### src/rtl/keypress_tx_scheduler.sv
// Keypad-to-UART byte scheduler: qualifies the encoder output, hands one byte per
// press to the UART over a start/busy handshake and generates typematic repeats.
module keypress_tx_scheduler #(
    parameter int DATA_WIDTH    = 8,
    parameter int STABLE_CYCLES = 50000,
    parameter int REPEAT_DELAY  = 25000000,
    parameter int REPEAT_PERIOD = 5000000,
    parameter int CNT_WIDTH     = 25
) (
    input  logic                  i_clk,
    input  logic                  i_rst_n,
    input  logic [DATA_WIDTH-1:0] i_value,
    input  logic                  i_key_pressed,
    input  logic                  i_tx_busy,
    output logic [DATA_WIDTH-1:0] o_tx_data,
    output logic                  o_tx_start,
    output logic                  o_repeat,
    output logic                  o_busy
);

    localparam int                   IN_W        = DATA_WIDTH + 1;
    localparam logic [CNT_WIDTH-1:0] STABLE_MAX  = CNT_WIDTH'(STABLE_CYCLES - 1);
    localparam logic [CNT_WIDTH-1:0] DELAY_LOAD  = CNT_WIDTH'(REPEAT_DELAY);
    localparam logic [CNT_WIDTH-1:0] PERIOD_LOAD = CNT_WIDTH'(REPEAT_PERIOD);
    localparam logic [CNT_WIDTH-1:0] CNT_ZERO    = {CNT_WIDTH{1'b0}};
    localparam logic [CNT_WIDTH-1:0] CNT_ONE     = {{(CNT_WIDTH-1){1'b0}}, 1'b1};
    localparam logic [DATA_WIDTH-1:0] DATA_ZERO  = {DATA_WIDTH{1'b0}};

    typedef enum logic [1:0] {
        IDLE    = 2'd0,
        SEND    = 2'd1,
        WAIT_TX = 2'd2,
        HOLD    = 2'd3
    } state_t;

    logic [IN_W-1:0]       sync1_r;
    logic [IN_W-1:0]       sync2_r;
    logic [IN_W-1:0]       prev_r;
    logic [CNT_WIDTH-1:0]  stab_cnt_r;
    logic [CNT_WIDTH-1:0]  rpt_cnt_r;
    state_t                state_r;
    logic                  wait_first_r;

    logic                  pressed_s;
    logic [DATA_WIDTH-1:0] value_s;
    logic                  changed_s;
    logic                  qualified_s;
    logic                  sendable_s;
    logic                  null_press_s;
    logic                  same_key_s;
    logic                  rpt_due_s;

    assign pressed_s    = sync2_r[DATA_WIDTH];
    assign value_s      = sync2_r[DATA_WIDTH-1:0];
    assign changed_s    = (sync2_r != prev_r);
    // The counter still holds the old run length on the first cycle of a new value.
    assign qualified_s  = !changed_s && (stab_cnt_r == STABLE_MAX);
    assign sendable_s   = pressed_s && (value_s != DATA_ZERO);
    assign null_press_s = pressed_s && (value_s == DATA_ZERO);
    assign same_key_s   = pressed_s && (value_s == o_tx_data);
    assign rpt_due_s    = (rpt_cnt_r <= CNT_ONE);

    // Start is gated by the live busy so it can never coincide with a busy UART.
    assign o_tx_start = (state_r == SEND) && !i_tx_busy;

    // Input synchronizer and saturating stability counter.
    always_ff @(posedge i_clk or negedge i_rst_n) begin
        if (!i_rst_n) begin
            sync1_r    <= {IN_W{1'b0}};
            sync2_r    <= {IN_W{1'b0}};
            prev_r     <= {IN_W{1'b0}};
            stab_cnt_r <= CNT_ZERO;
        end else begin
            sync1_r <= {i_key_pressed, i_value};
            sync2_r <= sync1_r;
            prev_r  <= sync2_r;
            if (changed_s) begin
                stab_cnt_r <= CNT_ZERO;
            end else if (stab_cnt_r < STABLE_MAX) begin
                stab_cnt_r <= stab_cnt_r + CNT_ONE;
            end else begin
                stab_cnt_r <= stab_cnt_r;
            end
        end
    end

    // Transmit scheduling FSM with registered data/repeat/busy outputs.
    always_ff @(posedge i_clk or negedge i_rst_n) begin
        if (!i_rst_n) begin
            state_r      <= IDLE;
            wait_first_r <= 1'b0;
            rpt_cnt_r    <= CNT_ZERO;
            o_tx_data    <= DATA_ZERO;
            o_repeat     <= 1'b0;
            o_busy       <= 1'b0;
        end else begin
            case (state_r)
                IDLE: begin
                    if (qualified_s && sendable_s) begin
                        o_tx_data <= value_s;
                        o_repeat  <= 1'b0;
                        o_busy    <= 1'b1;
                        state_r   <= SEND;
                    end else begin
                        o_busy    <= 1'b0;
                    end
                end
                SEND: begin
                    if (!i_tx_busy) begin
                        wait_first_r <= 1'b1;
                        state_r      <= WAIT_TX;
                    end else begin
                        state_r      <= SEND;
                    end
                end
                WAIT_TX: begin
                    // First cycle is a grace period for the UART to raise busy.
                    if (wait_first_r) begin
                        wait_first_r <= 1'b0;
                    end else if (!i_tx_busy) begin
                        rpt_cnt_r <= o_repeat ? PERIOD_LOAD : DELAY_LOAD;
                        state_r   <= HOLD;
                    end else begin
                        state_r   <= WAIT_TX;
                    end
                end
                HOLD: begin
                    if (qualified_s && !pressed_s) begin
                        o_repeat <= 1'b0;
                        o_busy   <= 1'b0;
                        state_r  <= IDLE;
                    end else if (qualified_s && sendable_s && (value_s != o_tx_data)) begin
                        o_tx_data <= value_s;
                        o_repeat  <= 1'b0;
                        state_r   <= SEND;
                    end else if (qualified_s && same_key_s && rpt_due_s) begin
                        o_repeat <= 1'b1;
                        state_r  <= SEND;
                    end else if (qualified_s && null_press_s) begin
                        rpt_cnt_r <= rpt_cnt_r;
                    end else if (rpt_cnt_r != CNT_ZERO) begin
                        rpt_cnt_r <= rpt_cnt_r - CNT_ONE;
                    end else begin
                        rpt_cnt_r <= CNT_ZERO;
                    end
                end
                default: begin
                    o_busy  <= 1'b0;
                    state_r <= IDLE;
                end
            endcase
        end
    end

endmodule

### config.mk
export PLATFORM = sky130hd
export DESIGN_NAME = keypress_tx_scheduler
export DESIGN_NICKNAME = d
export VERILOG_FILES = /design/src/rtl/keypress_tx_scheduler.sv
export SDC_FILE = /design/constraint.sdc
export NUM_CORES = 1
export LEC_CHECK = 0
export CAP_MARGIN = 20
export CORE_AREA = 2 2 79 111
export CTS_CLUSTER_DIAMETER = 80
export DETAILED_ROUTE_END_ITERATION = 6
export DIE_AREA = 0 0 81 113
export PLACE_DENSITY = 0.81
export SETUP_SLACK_MARGIN = 0.5
export SLEW_MARGIN = 40
export SYNTH_ARGS = -nofsm -noshare
export SYNTH_HDL_FRONTEND = slang
export SYNTH_SLANG_ARGS = --single-unit
### constraint.sdc
create_clock -name i_clk -period 2.4 [get_ports i_clk]
set_clock_uncertainty 0.05 [all_clocks]
set_input_delay 0.72 -clock i_clk [delete_from_list [all_inputs] [get_ports i_clk]]
set_output_delay 0.72 -clock i_clk [all_outputs]
set_load 0.02 [all_outputs]
==> key figures <==
Run status
  – Outcome: finished with violations
  – Failing checks: negative setup slack

Yosys
  – Synth Flop Type: dfrtp_1
  – Post-synthesis cell type count: 49
  – Largest family of logic cells by synthesized area: simple AND/OR/NAND/NOR gates
  – Post-Synth Simple-Gate Area: 0.2037
  – Adder-cell share of the synthesized area: 0.02043
  – Synth Area in Compound Gates: 0.1395
  – XOR/XNOR Fraction of Synth Area: 0.05108
  – Syn. warnings: 0
  – Share of the yosys chip area belonging to registers: 0.5254
  – Post-Syn Area: ~4300 um^2
  – Post-synth EDFFs: 0
  – Avg Synthesized Cell Area: 9.992 um^2
  – Cells after Synth: around 430
  – Multiplexer area fraction after synthesis: 0.03065
  – Syn nets: 448
  – Seq cells post-synth: 90
  – Asr flop ratio synth: 1.000

Placement
  – Final HPWL DP: 6936 um
  – Input/output buffers: 22
  – Placed insts: 606
  – Dpl ws: -0.3490 ns
  – Placed Area: 5149 um^2
  – GP Congestion: 0.9500

Die
  – DIE HEIGHT: 113 um
  – Die span in x: 81 um
  – Site Rows: 39
  – Area of the core: approximately 8100 um^2
  – Die area: 9153 um^2
  – Starting Density: 0.5292
  – Ports: 23

Setup path
  – Slowest Stage Delay on Critical Path: 0.56 ns
  – Crit Path Max Fanout: 10
  – Worst path top cell family by delay: simple AND/OR/NAND/NOR gates
  – Worst setup EP type: flip-flop
  – CP Launch Type: flip-flop
  – WS Path Type: flip-flop to flip-flop
  – Buf/Inv on CP: 2
  – Most frequent CP cell: o21ai_0
  – CP Cell Sequence: nor4_4, nand2_1, or4_4, nor3b_4, o31ai_4, buf_4, buf_6, o21ai_0, o21ai_0
  – WP data arrival: 2.84 ns
  – Required time worst endpoint: 2.61 ns
  – Slowest cell on the critical path: or4_4

STA
  – Worst slew margin relative to its limit: 0.5164
  – Fmax: 380.7 MHz
  – Final Hold Viols: 0
  – Setup TNS: -3.539 ns
  – Post-layout min period: 2.627 ns
  – Final setup margin: -0.2266 ns
  – Crit share post-route: 1.094
  – Final setup viols: 34
  – Slew @ Worst Pin: about 0.72 ns
  – Slew Limit Fails: 0
  – Unrepaired setup endpoints after global routing: yes

Final layout
  – Nets: 569
  – Final Non-Filler Cells: 657
  – Final instance area: 6133 um^2
  – Share of cells above drive strength 1: 0.3459
  – Area growth from synthesis to layout: 43.08%
  – Antenna diode count: 0

Route
  – DRC: 0
  – Routed vias: roughly 4000
  – Iteration count of the initial detailed-routing pass: 7
  – Routed wire length: 12690 um
  – Vias/cell: 6.221
  – First-iteration detailed-routing DRC count: 306
  – Routed len/inst: between 15 and 20 um
  – Final ANT Viol Nets: 0

Global routing
  – Met2 Track Usage GR: 0.4562
  – Initial antenna violation count: 0
  – Congestion Overflow GR: 0
  – Largest net degree at the start of global routing: 43
  – GRT Max-Usage Layer: met2
  – First-pass GRT wire length: ~19000 um
  – Global Route Usage Sum: 0.2681
  – Vias in the first global route: 4044
  – Met3 usage: 0.05104
  – Met1 GRT Util: 0.3107

Clock tree
  – CTS Sinks: 90
  – Worst-path clk slew: 0.07 ns
  – Clock Latency Late Sink: 0.35 ns
  – Root Driver: clkbuf_16
  – TritonCTS buffer count: 9
  – H-tree level count: 3
  – Hold Buf Count CTS: 0
  – Clock Tree Buf Depth: 2
  – CTS tree: done

Power and ir drop
  – Worst vdd ir: 564.8 uV
  – Pwr Density: 864.5 nW/um^2
  – Static Leakage: 2.668 nW
  – Power Total: 5.303 mW

Worst hold path
  – Worst Hold Class: flip-flop to flip-flop

Job
  – Max_cap viols: 0
-- flip-flops by register name, summed over array words and instances, names as in the netlist, named ones only --
register,cells
o_busy,1
o_repeat,1
o_tx_data,8
prev_r,9
rpt_cnt_r,25
stab_cnt_r,25
state_r,1
sync1_r,9
sync2_r,9
wait_first_r,1
-- routing by layer --
metal,routed length (um),vias up
li1,-,1792
met1,4463,1999
met2,6853,218
met3,620,78
met4,748,0
met5,0,-
-- worst paths after layout --
check | from | endpoint | slack [ns] | cells past startpoint
max | rpt_cnt_r[2] | rpt_cnt_r[5] | -0.23 | 9
min | sync1_r[5] | sync2_r[5] | 0.30 | 0
max reg2reg | rpt_cnt_r[2] | rpt_cnt_r[5] | -0.23 | 9
min reg2reg | sync1_r[5] | sync2_r[5] | 0.30 | 0
max in group asynchronous | i_rst_n | sync2_r[2] | 1.39 | 2
min in group asynchronous | i_rst_n | rpt_cnt_r[10] | 0.32 | 1
-- layout by cell type (no fill, tap or decap), drive strengths merged, types with 11 or more instances in the layout --
cell | netlist | layout
a21oi | 24 | 24
xor2 | 19 | 19
dfrtp | 90 | 90
o21ai | 48 | 48
inv | 19 | 22
nor2 | 51 | 51
clkbuf | 7 | 12
or3 | 15 | 15
nand2 | 24 | 24
nor3 | 11 | 11
buf | 4 | 101
nor4 | 16 | 16
-- repair_timing --
item,CTS,global route
setup endpoints to repair,58,66
gates cloned,1,3
pin swaps,33,17
buffers inserted,18,13
resized for setup,89,53
-- cell families (layout without fill, tap and decap cells) --
family | Yosys count | in the layout
AOI/OAI and AO/OA | 100 | 100
xor gates and xnor gates | 25 | 25
adders and majority gates | 7 | 7
buffers and inverters | 30 | 155
DFF | 90 | 90
muxes | 12 | 12
and+or+nand+nor | 165 | 166
-- through the flow --
stage	util	hold slack, ns
2_1_floorplan	-	0.2812
3_3_place_gp	0.6356	0.2833
3_5_place_dp	0.6356	0.2847
4_1_cts	0.7146	0.3002
5_1_grt	0.7572	0.3047
6_report	0.7572	0.2980
-- where the power goes --
| part | internal (mW) | switching (mW) | total [mW] |
|---|---|---|---|
| combinational | 0.952 | 1.11 | 2.06 |
| sequential | 1.69 | 0.185 | 1.88 |
| clock | 0.719 | 0.643 | 1.36 |
| total | 3.37 | 1.94 | 5.30 |
-- area by class of cell --
type	instances	area (um^2)
multi-input combinational	310	2327
fill	492	1967
inverter	19	71.32
clock inverter	7	60.06
sequential	90	2255
timing repair buffer	120	1067
clock buffer	9	225.2
tap	102	127.6
-- synthesized netlist by cell type (9+ instances only) --
cell type / count / area, um^2
nand3_1: 9 / 45.04
inv_1: 19 / 71.32
dfrtp_1: 90 / 2252
a21oi_1: 24 / 120.1
or3_1: 15 / 93.84
xor2_1: 19 / 166.4
nor2_1: 51 / 191.4
o21ai_0: 47 / 235.2
nor3_1: 11 / 55.05
nand2_1: 24 / 90.09
nor4_1: 14 / 87.58
mux2_2: 9 / 101.4
Note: power is estimated with default switching activity, not from simulation.
